<file path="src/rtl/dac_spi_tx.sv">
// SPI mode-0 transmitter for an MCP4921-style 12-bit DAC: one 16-bit frame per accepted sample.
// Optional DAC_SPI_TX_LDAC_EN adds an active-low ldac pulse (LATCH state) after each frame.
module dac_spi_tx #(
   parameter int unsigned CLK_DIV = 4,
   parameter bit          BUF     = 1'b0,
   parameter bit          GAIN1X  = 1'b1
) (
   input  logic        clk,
   input  logic        reset,
   input  logic        start,
   input  logic [11:0] data_in,
   output logic        ready,
   output logic        done,
   output logic        sck,
   output logic        sdo,
   output logic        chip_en
`ifdef DAC_SPI_TX_LDAC_EN
   ,
   output logic        ldac
`endif
);

   localparam int unsigned PW      = 8;
   localparam int unsigned BW      = 4;
   localparam logic [PW-1:0] PH_LAST = PW'(CLK_DIV - 1);
   localparam logic [PW-1:0] PH_PRE  = PW'(CLK_DIV - 2);
   localparam logic [BW-1:0] BIT_LAST = BW'(15);
   localparam bit ONE_CYC = (CLK_DIV == 32'd1);
`ifdef DAC_SPI_TX_LDAC_EN
   localparam bit HAS_LATCH = 1'b1;
`else
   localparam bit HAS_LATCH = 1'b0;
`endif

   typedef enum logic [2:0] {
      S_IDLE,
      S_SETUP,
      S_SHIFT,
      S_GAP,
      S_LATCH
   } state_t;

   state_t          state;
   logic [PW-1:0]   phase;
   logic [BW-1:0]   bit_cnt;
   logic [14:0]     shreg;
   logic [15:0]     frame_word_c;

   // Channel A, buffer, gain, active (SHDN_n=1), then the 12-bit code.
   assign frame_word_c = {1'b0, BUF, GAIN1X, 1'b1, data_in};

   // Frame sequencer; every pin comes straight from a flop.
   always_ff @(posedge clk or posedge reset) begin
      if (reset) begin
         state   <= S_IDLE;
         ready   <= 1'b1;
         done    <= 1'b0;
         sck     <= 1'b0;
         sdo     <= 1'b0;
         chip_en <= 1'b1;
         phase   <= '0;
         bit_cnt <= '0;
         shreg   <= '0;
`ifdef DAC_SPI_TX_LDAC_EN
         ldac    <= 1'b1;
`endif
      end else begin
         done <= 1'b0;
         case (state)
            S_IDLE: begin
               if (start) begin
                  state   <= S_SETUP;
                  ready   <= 1'b0;
                  chip_en <= 1'b0;
                  sck     <= 1'b0;
                  sdo     <= frame_word_c[15];
                  shreg   <= frame_word_c[14:0];
                  phase   <= '0;
                  bit_cnt <= '0;
               end
            end

            S_SETUP: begin
               if (phase == PH_LAST) begin
                  phase <= '0;
                  sck   <= 1'b1;
                  state <= S_SHIFT;
               end else begin
                  phase <= phase + 8'd1;
               end
            end

            S_SHIFT: begin
               if (phase != PH_LAST) begin
                  phase <= phase + 8'd1;
               end else begin
                  phase <= '0;
                  if (sck) begin
                     // Falling edge: present the next bit, or idle sdo during the CS hold phase.
                     sck <= 1'b0;
                     if (bit_cnt == BIT_LAST) begin
                        sdo <= 1'b0;
                     end else begin
                        sdo   <= shreg[14];
                        shreg <= {shreg[13:0], 1'b0};
                     end
                  end else if (bit_cnt == BIT_LAST) begin
                     state   <= S_GAP;
                     chip_en <= 1'b1;
                     done    <= ONE_CYC && !HAS_LATCH;
                  end else begin
                     bit_cnt <= bit_cnt + 4'd1;
                     sck     <= 1'b1;
                  end
               end
            end

            S_GAP: begin
               if (phase == PH_LAST) begin
                  phase <= '0;
`ifdef DAC_SPI_TX_LDAC_EN
                  state <= S_LATCH;
                  ldac  <= 1'b0;
                  done  <= ONE_CYC;
`else
                  state <= S_IDLE;
                  ready <= 1'b1;
`endif
               end else begin
                  phase <= phase + 8'd1;
                  done  <= !HAS_LATCH && (phase == PH_PRE);
               end
            end

`ifdef DAC_SPI_TX_LDAC_EN
            S_LATCH: begin
               if (phase == PH_LAST) begin
                  phase <= '0;
                  state <= S_IDLE;
                  ready <= 1'b1;
                  ldac  <= 1'b1;
               end else begin
                  phase <= phase + 8'd1;
                  done  <= (phase == PH_PRE);
               end
            end
`endif

            default: begin
               state   <= S_IDLE;
               ready   <= 1'b1;
               chip_en <= 1'b1;
               sck     <= 1'b0;
               sdo     <= 1'b0;
            end
         endcase
      end
   end

endmodule

</file>
<file path="config.mk">
export PLATFORM = sky130hd
export DESIGN_NAME = dac_spi_tx
export DESIGN_NICKNAME = d
export VERILOG_FILES = /design/src/rtl/dac_spi_tx.sv
export SDC_FILE = /design/constraint.sdc
export NUM_CORES = 1
export LEC_CHECK = 0
export CAP_MARGIN = 10
export CORE_ASPECT_RATIO = 0.9
export CORE_UTILIZATION = 30
export DETAILED_ROUTE_END_ITERATION = 10
export DONT_BUFFER_PORTS = 1
export SYNTH_ARGS = -nofsm -noshare
export SYNTH_HDL_FRONTEND = slang
export SYNTH_SLANG_ARGS = --single-unit
export TNS_END_PERCENT = 20
</file>
<file path="constraint.sdc">
create_clock -name clk -period 4.1 [get_ports clk]
set_input_delay 0.41 -clock clk [delete_from_list [all_inputs] [get_ports clk]]
set_output_delay 0.41 -clock clk [all_outputs]
set_load 0.02 [all_outputs]
</file>
=== Word level (Yosys, flattened, before mapping) ===
Cells that the tools add are included.

* Output and inout bits: 5
* Flip-flop bits (word level): 35
* Logic and storage cells: 80

* Muxes and demuxes: 38
* Eq/ne operators: 15
* $add $sub $neg: 2
* Reduce and logical (&&, ||, !) cells: 13
* Bitwise operators: 3

{| class="wikitable"
|+ Operators with widths
! kind !! number
|-
| $mux 15 || 4
|-
| $pmux 15 s2 || 1
|-
| $mux 8 || 3
|-
| $pmux 8 s3 || 1
|-
| $mux 3 || 6
|-
| $eq 8x2->1 const B || 2
|-
| $mux 4 || 4
|-
| $ne 2x2->1 const B || 8
|-
| $reduce_and 5->1 || 3
|-
| $mux 1 || 13
|-
| $pmux 3 s4 || 1
|-
| $pmux 1 s3 || 3
|-
| $add 8x1->8 const B || 1
|-
| $ne 8x2->1 const B || 1
|-
| $pmux 4 s2 || 1
|-
| $reduce_and 4->1 || 2
|-
| $eq 3x2->1 const B || 2
|-
| $reduce_and 6->1 || 1
|-
| $add 4x1->4 const B || 1
|-
| $eq 4x4->1 const B || 1
|-
| $pmux 1 s4 || 1
|-
| $reduce_or 2->1 || 2
|-
| $eq 3x1->1 const B || 1
|-
| $logic_not 3->1 || 1
|-
| 5 further kinds || 7
|}

=== Longest topological paths before layout ===
Gate-level depths: netlist (run 1).

* Depth in word-level cells: 5
* Depth in mapped cells: 8
* Gate-level depth less buffers: 6

=== Worst setup path before layout (run 1) ===
No wires, ideal clock.

* Kind: register to register
* Start point: register state[0]
* End point: register shreg[1]
* Library setup time: 125 ps
* Path slack: 2002 ps
* Arrival: 1973 ps
* Cell stages (with the launch flop): 9
* Buffers on the path: 2
* Path through: dfrtp_1 > inv_1 > ha_1 > nand2b_1 > clkbuf_1 > o21ai_0 > a21oi_4 > buf_12 > mux2_4

* Cells in the longest elaborated chain, start to end: 3
* Elaborated cells on any way between the ends: 9
* Classes of those cells: 5 x eq/ne; 1 x mux; 3 x reduce/logical

{| class="wikitable"
|+ RTL lines
! item !! line !! source
|-
| start: declaration || 43 || <nowiki>state_t state;</nowiki>
|-
| start signal: assignment || 55 || <nowiki>state <= S_IDLE;</nowiki>
|-
| start signal: assignment || 72 || <nowiki>state <= S_SETUP;</nowiki>
|-
| start signal: assignment || 87 || <nowiki>state <= S_SHIFT;</nowiki>
|-
| $eq 3x2->1 / $logic_not 3->1 (equally long branches) || 69 || <nowiki>case (state)</nowiki>
|-
| $ne 2x2->1 (no source line) / $reduce_bool 2->1 (equally long branches) || - ||
|-
| $reduce_and 5->1 (no source line) || - ||
|-
| end signal: assignment || 77 || <nowiki>shreg <= frame_word_c[14:0];</nowiki>
|-
| end signal: assignment || 105 || <nowiki>shreg <= {shreg[13:0], 1'b0};</nowiki>
|-
| end: declaration || 46 || <nowiki>logic [14:0] shreg;</nowiki>
|}

Several ways; a longest one is shown, not always the timed one.
A chain may end at the register's enable or synchronous reset.

=== Final worst setup path (run 1) ===
* Start point: register state[0]
* End point: register shreg[12]

Same word-level chain as after synthesis.

==> results.sh, run 1 <==
export IMPL_synth_top_cell_area_share_pct=40.7
export IMPL_cts_tree="done"
export IMPL_synthCells=175
export IMPL_fin_crit_sh_pct=62.3
export IMPL_synth_edff_count=0
export IMPL_hold_buffers=0
export IMPL_synth_ff_type="dfrtp_1"
export IMPL_gp_congestion=0.777
export IMPL_end_kind="register"
export IMPL_dp_slack_ps=1530
export IMPL_clockRootBuffer="clkbuf_8"
export IMPL_cts_buffers=5
export IMPL_fmax_mhz=392
export IMPL_finalSetupTns_ps=0
export IMPL_syn_area_um2=1970
export IMPL_grt_pass1_wl_um=6040
export IMPL_whs_ps=92.0
export IMPL_drc=0
export IMPL_power_frac_seq_pct=35.8
export IMPL_p_clk_share_pct=15.1
export IMPL_drive_gt1_share_pct=24.3
export IMPL_finClkSkew_ps=10.7
export IMPL_cp_arrival_ps=2730
export IMPL_antenna_found_initial=0
export IMPL_cts_resized_gates=0
export IMPL_fin_nets=204
export IMPL_n_fill_cell=649
export IMPL_leakage_nw=0.914
export IMPL_grt_use_met1_pct=17.1
export IMPL_dr_pass1_iters=4
export IMPL_combPwrFrac_pct=49.1
export IMPL_critPathMaxFanout=15
export IMPL_r2r_cells=5
export IMPL_slew_viol_final=0
export IMPL_slowest_delay_ps=570
export IMPL_die_h_um=78.8
export IMPL_met3_usage_pct=4.37
export IMPL_syn_nets=199
export IMPL_synth_cell_type_count=42
export IMPL_vias_per_cell=4.61
export IMPL_ios=20
export IMPL_setup_viol=0
export IMPL_routed_wl_um=3510
export IMPL_start_kind="register"
export IMPL_grt_max_degree=35
export IMPL_intPower_w=0.000976
export IMPL_initial_core_util_pct=31.6
export IMPL_worst_pin_slew_ps=636
export IMPL_hold_violations=0
export IMPL_post_drt_wl_per_cell_um=13.1
export IMPL_cap_viol_max_count=0
export IMPL_power_density_nw_per_um2=741
export IMPL_ir_drop_mv=0.195
export IMPL_grt_pass1_vias=1170
export IMPL_layout_setup_ws_ps=1550
export IMPL_cts_setup_buffers=0
export IMPL_reg2reg_from="state[0]"
export IMPL_area_delta_synth_final_pct=8.91
export IMPL_seq_area_frac_synth_pct=43.4
export IMPL_clkTransAtPathRegs_ps=70
export IMPL_fin_crit_ps=2550
export IMPL_switching_share_pct=38.5
export IMPL_async_flop_share_pct=100
export IMPL_crit_path_start="state[0]"
export IMPL_first_iter_violations=68
export IMPL_dpl_hpwl_um=2500
export IMPL_crit_path_top_delay_cell="a21oi_4"
export IMPL_yosysWarnings=0
export IMPL_switchingPower_w=0.000611
export IMPL_grt_overflow=0
export IMPL_worstSetupPathType="register to register"
export IMPL_portBuffers=0
export IMPL_antenna_left=0
export IMPL_hp_class="input pin to async pin"
export IMPL_synth_seq_cells=34
export IMPL_critPathRequiredTime_ps=4280
export IMPL_clk_path_buf_depth=2
export IMPL_relSlewSlack_pct=57.3
export IMPL_cts_sinks=34
export IMPL_grt_use_met2_pct=15.0
export IMPL_cts_max_level=2
export IMPL_synth_top_cell_by_area="dfrtp_1"
export IMPL_rsz0062_at_grt="false"
export IMPL_worstSkewPairLatency_ps=290
export IMPL_avgSynthCellArea_um2=11.2
export IMPL_die_area_um2=6880
export IMPL_busiest_layer="met1"
export IMPL_core_um2=6220
export IMPL_num_vias=1236
export IMPL_rows=27
export IMPL_grt_use_total_pct=11.5
export IMPL_status="complete, no violations"
export IMPL_synth_area_leaders="dfrtp_1 41%, mux2_2 10%, mux2_4 6.1%"
export IMPL_n_antenna_cell=0
export IMPL_path_cells="inv_1 > ha_1 > o21ai_0 > a21oi_4 > mux2_2"
export IMPL_die_x_um=87.3
==> routing by layer <==
| metal | wire length [µm] | part of all wire (%) | vias up |
|---|---|---|---|
| met4 | 22 | 0.63 | 0 |
| met3 | 152 | 4.3 | 3 |
| met5 | 0 | 0 | - |
| met2 | 1480 | 42 | 17 |
| li1 | - | - | 633 |
| met1 | 1850 | 53 | 583 |
==> power groups by stage <==
stage | logic (W) | registers (W) | clock network, W
floorplan | 0.000697 | 0.000547 | 0
global placement | 0.000776 | 0.000573 | 0
global route | 0.000864 | 0.000586 | 0.000266
finish | 0.000780 | 0.000568 | 0.000239
CTS | 0.000788 | 0.000569 | 0.000244
detailed placement | 0.000786 | 0.000572 | 0
==> through the flow <==
stage / util [%] / instance area (µm²) / total power (W) / cells
after CTS: 34.4 / 2140 / 0.00160 / 268
after global routing: 34.4 / 2140 / 0.00172 / 268
after global placement: 33.1 / 2060 / 0.00135 / 260
final: 34.4 / 2140 / 0.00159 / 268
after detailed placement: 33.1 / 2060 / 0.00136 / 260
after floorplan: - / 1970 / 0.00124 / 175
==> worst paths after layout <==
kind,to,slack [ps]
max reg2reg,shreg[12],1550
min reg2reg,shreg[8],510
min,shreg[1],90
min in group clk,shreg[0],290
max in group asynchronous,ready,3660
max,shreg[12],1550
==> layout by cell type (no fill, tap or decap), types with 2 or more instances in the layout <==
| master | count |
|---|---|
| mux2i_1 | 6 |
| clkinv_2 | 2 |
| xor2_1 | 4 |
| clkbuf_8 | 5 |
| nand2b_1 | 4 |
| a31oi_1 | 4 |
| nor3_1 | 2 |
| o2111ai_1 | 2 |
| o31ai_1 | 2 |
| mux2_4 | 8 |
| nand4_2 | 2 |
| and3_1 | 2 |
| ha_1 | 9 |
| inv_1 | 11 |
| nor2_1 | 13 |
| o21ai_0 | 11 |
| nand3_1 | 6 |
| nand3b_1 | 3 |
| nand2_1 | 9 |
| dfstp_2 | 2 |
| nor2b_1 | 3 |
| mux2_2 | 18 |
| dfrtp_1 | 32 |
| buf_4 | 2 |
==> logic make-up (layout without fill, tap and decap cells) <==
| family | Yosys count | in the layout | synth area share [%] |
|---|---|---|---|
| multiplexers | 32 | 32 | 19.5 |
| XOR/XNOR | 4 | 4 | 1.78 |
| AND/OR/NAND/NOR | 53 | 53 | 15.8 |
| buffers and inverters | 15 | 21 | 3.69 |
| adder cells (fa/ha/maj) | 9 | 9 | 5.73 |
| AO/OA/AOI/OAI | 28 | 28 | 10.1 |
| flip-flops | 34 | 34 | 43.4 |
==> critical path, delay by kind of cell (launching register included) <==
family                     cells  cell delay (ps)
DFF                            1              420
adders and majority gates      1              560
muxes                          1              400
buffers and inverters          1              120
AOI/OAI and AO/OA              2              940
==> cells in the mapped netlist (2+ instances only) <==
cell type	count
dfrtp_1	32
mux2_2	18
nor2_1	13
inv_1	11
o21ai_0	11
ha_1	9
nand2_1	9
mux2_4	8
mux2i_1	6
nand3_1	6
a31oi_1	4
nand2b_1	4
xor2_1	4
nand3b_1	3
nor2b_1	3
and3_1	2
clkbuf_1	2
dfstp_2	2
nand4_2	2
nor3_1	2
o2111ai_1	2
o31ai_1	2
==> registers in the layout (all words and copies together), names as in the netlist <==
| register | count |
|---|---|
| state | 2 |
| sck | 1 |
| shreg | 15 |
| done | 1 |
| bit_cnt | 4 |
| phase | 8 |
| chip_en | 1 |
| ready | 1 |
| sdo | 1 |
==> layout make-up <==
type	count	area [µm²]	share of cell area (%)
multi-input combinational	126	1040	48.6
sequential	34	853	39.9
tap	87	109	5.08
clock buffer	6	72.6	3.39
inverter	11	41.3	1.93
timing repair buffer	2	15.0	0.701
clock inverter	2	10.0	0.468
Note: power is estimated with default switching activity, not from simulation.
==> run 2, diff against run 1 <==
==> constraint.sdc (replaced) <==
create_clock -name clk -period 2.3 [get_ports clk]
set_input_delay 0.23 -clock clk [delete_from_list [all_inputs] [get_ports clk]]
set_output_delay 0.23 -clock clk [all_outputs]
set_load 0.02 [all_outputs]
==> run 2 against run 1 <==
Compared with the run above: power is 94% higher; via count is 8.0% higher; maximum frequency is 23% higher; sequential power is 75% higher; first-iteration DRC count is 91% higher; sequential cell count stayed put; sequential share of layout area is 1.7 points lower; wire length is 8.2% higher; critical path type unchanged; critical endpoint is now shreg[11]; highest routed layer unchanged.
==> results.sh, run 2 (synthesized netlist as in run 1, its figures left out) <==
export IMPL_hold_violations=0
export IMPL_first_iter_violations=130
export IMPL_drc=0
export IMPL_holdPathStages=2
export IMPL_min_from="data_in[0]"
export IMPL_rsz0062_at_grt="false"
export IMPL_routed_wl_um=3790
export IMPL_num_vias=1335
export IMPL_fin_crit_ps=2070
export IMPL_rows=27
export IMPL_dpl_hpwl_um=2720
export IMPL_grt_pass1_wl_um=6550
export IMPL_place_area_um2=2120
export IMPL_cap_viol_max_count=0
export IMPL_cts_resized_gates=0
export IMPL_grt_pass1_vias=1379
export IMPL_clk_path_buf_depth=2
export IMPL_final_cells=277
export IMPL_power_density_nw_per_um2=1370
export IMPL_layout_commonest_cell="dfrtp_1"
export IMPL_cts_buffers=5
export IMPL_path_cells="inv_1 > ha_1 > nand2b_1 > o21ai_0 > a21oi_4 > buf_4 > mux2_2"
export IMPL_drive_gt1_share_pct=27.9
export IMPL_die_x_um=87.3
export IMPL_grt_use_met2_pct=17.3
export IMPL_grt_use_total_pct=12.2
export IMPL_relSlewSlack_pct=56.7
export IMPL_crit_path_top_delay_cell="dfrtp_1"
export IMPL_clockRootBuffer="clkbuf_8"
export IMPL_fin_crit_sh_pct=89.9
export IMPL_hold_buffers=1
export IMPL_fin_area_um2=2240
export IMPL_critPathRequiredTime_ps=2470
export IMPL_initial_core_util_pct=31.6
export IMPL_core_um2=6220
export IMPL_grt_overflow=0
export IMPL_cts_sinks=34
export IMPL_grt_use_met1_pct=17.7
export IMPL_status="complete, no violations"
export IMPL_dr_pass1_iters=5
export IMPL_largest_reg_flops=15
export IMPL_setup_viol=0
export IMPL_n_fill_cell=632
export IMPL_vias_per_cell=4.82
export IMPL_dpl_cell_count=268
export IMPL_area_delta_synth_final_pct=13.8
export IMPL_finClkSkew_ps=3.67
export IMPL_antenna_found_initial=0
export IMPL_timing_rr_end="shreg[11]"
export IMPL_met3_usage_pct=3.53
export IMPL_layout_setup_ws_ps=231
export IMPL_worst_pin_slew_ps=643
export IMPL_ios=20
export IMPL_cts_setup_buffers=0
export IMPL_leakage_nw=0.971
export IMPL_gp_congestion=0.747
export IMPL_r2r_cells=7
export IMPL_final_cell_mix="32 x dfrtp_1, 18 x mux2_2, 13 x nor2_1"
export IMPL_cts_tree="done"
export IMPL_clkTransAtPathRegs_ps=70
export IMPL_min_to="shreg[0]"
export IMPL_dp_slack_ps=214
export IMPL_hp_class="input pin to register"
export IMPL_die_area_um2=6880
export IMPL_finalSetupTns_ps=0
export IMPL_portBuffers=0
export IMPL_end_kind="register"
export IMPL_grt_max_degree=35
export IMPL_antenna_left=0
export IMPL_n_antenna_cell=0
export IMPL_start_kind="register"
export IMPL_ir_drop_mv=0.412
export IMPL_regMostFlops="shreg"
export IMPL_worstSkewPairLatency_ps=280
export IMPL_busiest_layer="met1"
export IMPL_cp_arrival_ps=2240
export IMPL_reg2reg_from="state[0]"
export IMPL_fmax_mhz=483
export IMPL_fin_nets=213
export IMPL_cts_max_level=2
export IMPL_worstSetupPathType="register to register"
export IMPL_critPathMaxFanout=14
export IMPL_slew_viol_final=0
export IMPL_die_h_um=78.8
export IMPL_largest_registers="shreg x15, phase x8, bit_cnt x4"
export IMPL_reg2reg_setup_slack_ps=230
export IMPL_post_drt_wl_per_cell_um=13.7
export IMPL_slowest_delay_ps=420
## run 2: cell types whose count changed in the layout (fill, tap and decap cells not counted), sizes merged
| cell | change |
|---|---|
| dlygate4sd3 | +1 |
| buf | +8 |
| bufinv | +1 |
| clkbuf | -1 |
## run 2: per-stage QoR
step / power [W] / util (%) / hold WS, ps
after floorplan: 0.00222 / - / 370
after detailed placement: 0.00255 / 34.1 / 250
final: 0.00307 / 36.0 / 112
after global placement: 0.00252 / 34.1 / 259
after CTS: 0.00311 / 36.0 / 109
after global routing: 0.00331 / 36.0 / 114
## run 2: worst max path at each step
| stage | start | to | cells past startpoint |
|---|---|---|---|
| after floorplan | state[0] | shreg[1] | 8 |
| after global placement | phase[0] | shreg[10] | 6 |
| after detailed placement | state[0] | shreg[10] | 7 |
| after CTS | state[0] | shreg[10] | 7 |
| after global routing | state[0] | shreg[9] | 7 |
| final | state[0] | shreg[11] | 7 |
## run 2: worst max-delay path: cells and delay by family (launching register included)
family / cells / cell delay (ps)
multiplexers: 1 / 360
buffers and inverters: 2 / 370
adder cells (fa/ha/maj): 1 / 280
AO/OA/AOI/OAI: 2 / 420
AND/OR/NAND/NOR: 1 / 110
flip-flops: 1 / 420
## run 2: where the power goes
group	leakage, nW	switching, W	internal (W)
Combinational	0.488	0.000745	0.000793
Sequential	0.425	0.000166	0.000827
Clock	0.0579	0.000223	0.000319
Total	0.971	0.00113	0.00194
## run 2: layout make-up
cell class	instances	area (µm²)	area share (%)
well taps	87	109	4.87
clock buffers	5	68.8	3.08
flip-flops and latches	34	853	38.1
clock inverters	3	40.0	1.79
repair buffers	11	85.1	3.80
multi-input cells	126	1040	46.5
inverters	11	41.3	1.85
## run 2: layer usage
layer / routed length, µm / part of all wire, %
met3: 167 / 4.4
met1: 1910 / 50
met4: 56 / 1.5
met2: 1660 / 44
met5: 0 / 0
==> run 3, diff against run 2 <==
--- a/config.mk
+++ b/config.mk
@@ -5,11 +5,14 @@
 export SDC_FILE = /design/constraint.sdc
 export NUM_CORES = 1
 export LEC_CHECK = 0
+export ABC_CLOCK_PERIOD_IN_PS = 2300
 export CAP_MARGIN = 10
 export CORE_ASPECT_RATIO = 0.9
+export CORE_MARGIN = 2
 export CORE_UTILIZATION = 30
 export DETAILED_ROUTE_END_ITERATION = 10
 export DONT_BUFFER_PORTS = 1
+export SLEW_MARGIN = 10
 export SYNTH_ARGS = -nofsm -noshare
 export SYNTH_HDL_FRONTEND = slang
 export SYNTH_SLANG_ARGS = --single-unit
==> run 3 against run 2 <==
Compared with the run above: first-iteration DRC count shrank 25%; final area hardly changed; clock power decreased by 2%.
==> results.sh, run 3 (synthesized netlist as in run 1, its figures left out) <==
export IMPL_largest_reg_flops=15
export IMPL_fin_crit_sh_pct=90.3
export IMPL_core_um2=6220
export IMPL_largest_registers="shreg x15, phase x8, bit_cnt x4"
export IMPL_slew_viol_final=0
export IMPL_portBuffers=0
export IMPL_hp_class="input pin to register"
export IMPL_end_kind="register"
export IMPL_grt_pass1_vias=1298
export IMPL_leakage_nw=0.959
export IMPL_dr_pass1_iters=4
export IMPL_rows=27
export IMPL_initial_core_util_pct=31.6
export IMPL_worstSetupPathType="register to register"
export IMPL_die_h_um=80.8
export IMPL_cts_buffers=5
export IMPL_regMostFlops="shreg"
export IMPL_layout_setup_ws_ps=223
export IMPL_final_cells=276
export IMPL_clockRootBuffer="clkbuf_8"
export IMPL_start_kind="register"
export IMPL_vias_per_cell=4.76
export IMPL_rsz0062_at_grt="false"
export IMPL_dp_slack_ps=125
export IMPL_ios=20
export IMPL_grt_use_total_pct=11.6
export IMPL_relSlewSlack_pct=69.7
export IMPL_worst_pin_slew_ps=453
export IMPL_antenna_found_initial=0
export IMPL_cap_viol_max_count=0
export IMPL_drc=0
export IMPL_n_fill_cell=645
export IMPL_regArea_um2=853
export IMPL_fin_crit_ps=2080
export IMPL_status="complete, no violations"
export IMPL_layout_commonest_cell="dfrtp_1"
export IMPL_grt_pass1_wl_um=6410
export IMPL_cp_arrival_ps=2240
export IMPL_ir_drop_mv=0.435
export IMPL_die_x_um=89.3
export IMPL_critPathRequiredTime_ps=2460
export IMPL_dpl_cell_count=267
export IMPL_first_iter_violations=98
export IMPL_drive_gt1_share_pct=27.0
export IMPL_die_area_um2=7220
export IMPL_n_antenna_cell=0
export IMPL_grt_max_degree=35
export IMPL_grt_overflow=0
export IMPL_hold_violations=0
export IMPL_power_density_nw_per_um2=1370
export IMPL_fin_nets=212
export IMPL_critPathMaxFanout=15
export IMPL_multiInputGateArea_um2=1050
export IMPL_finalSetupTns_ps=0
export IMPL_dpl_hpwl_um=2780
export IMPL_num_vias=1313
export IMPL_post_route_util_pct=36.0
export IMPL_gp_congestion=0.798
export IMPL_cts_sinks=34
export IMPL_finClkSkew_ps=8.22
export IMPL_cts_tree="done"
export IMPL_clk_path_buf_depth=2
export IMPL_worstSkewPairLatency_ps=280
export IMPL_final_cell_mix="32 x dfrtp_1, 18 x mux2_2, 13 x nor2_1"
export IMPL_post_drt_wl_per_cell_um=13.5
export IMPL_cts_max_level=2
export IMPL_routed_wl_um=3730
export IMPL_setup_viol=0
export IMPL_cts_setup_buffers=0
export IMPL_antenna_left=0
export IMPL_clkTransAtPathRegs_ps=70
export IMPL_fmax_mhz=481
export IMPL_area_delta_synth_final_pct=13.9
run 3: cell count changes in the layout (fill, tap and decap cells not counted):
cell,delta
clkinv_2,-2
clkbuf_1,+2
nor3b_2,-1
a211oi_2,+1
nor3b_4,+1
a211oi_1,-1
buf_4,-1
run 3: final cells by class:
| cell class | instances | area share (%) |
|---|---|---|
| clock buffer | 7 | 3.41 |
| sequential | 34 | 38.1 |
| clock inverter | 1 | 1.34 |
| inverter | 11 | 1.84 |
| tap | 87 | 4.86 |
| multi-input combinational | 126 | 47.0 |
| timing repair buffer | 10 | 3.47 |
run 3: metrics by stage:
| stage | instance area [µm²] | power (W) | hold slack [ps] |
|---|---|---|---|
| 6_report | 2240 | 0.00306 | 120 |
| 5_1_grt | 2240 | 0.00330 | 123 |
| 4_1_cts | 2230 | 0.00307 | 107 |
| 3_5_place_dp | 2110 | 0.00252 | 254 |
| 3_3_place_gp | 2110 | 0.00250 | 249 |
| 2_1_floorplan | 1970 | 0.00222 | 370 |
run 3: routing by layer:
layer	vias up	routed length (µm)	global-route usage, %
li1	654	-	-
met1	630	1830	16.6
met2	24	1710	16.4
met3	5	138	3.56
met4	0	53	4.48
met5	-	0	0
run 3: worst max-delay path, stage by stage, from the launching register on:
cell,delay (ps)
dfrtp_1,410
ha_1,270
nor3b_4,330
nand4_2,160
a21oi_4,160
buf_4,260
mux2_2,370
run 3: power by group:
| part | internal [W] | leakage, nW | switching (W) |
|---|---|---|---|
| clock network | 0.000324 | 0.0524 | 0.000205 |
| logic | 0.000784 | 0.481 | 0.000753 |
| registers | 0.000827 | 0.425 | 0.000168 |
run 3: path summary, 6_finish.rpt:
kind / from / endpoint / slack, ps / depth (start not counted)
max: phase[0] / shreg[10] / 220 / 6
min: data_in[0] / shreg[0] / 120 / 2
max reg2reg: phase[0] / shreg[10] / 220 / 6
min reg2reg: shreg[11] / shreg[11] / 510 / 1
max in group asynchronous: reset / ready / 1460 / 3
min in group asynchronous: reset / bit_cnt[1] / 490 / 3
run 3: timing repair:
item	CTS	global route
resized for setup	0	2
hold buffers	1	0
endpoints found under the hold margin	32	0
setup endpoints to repair	0	16
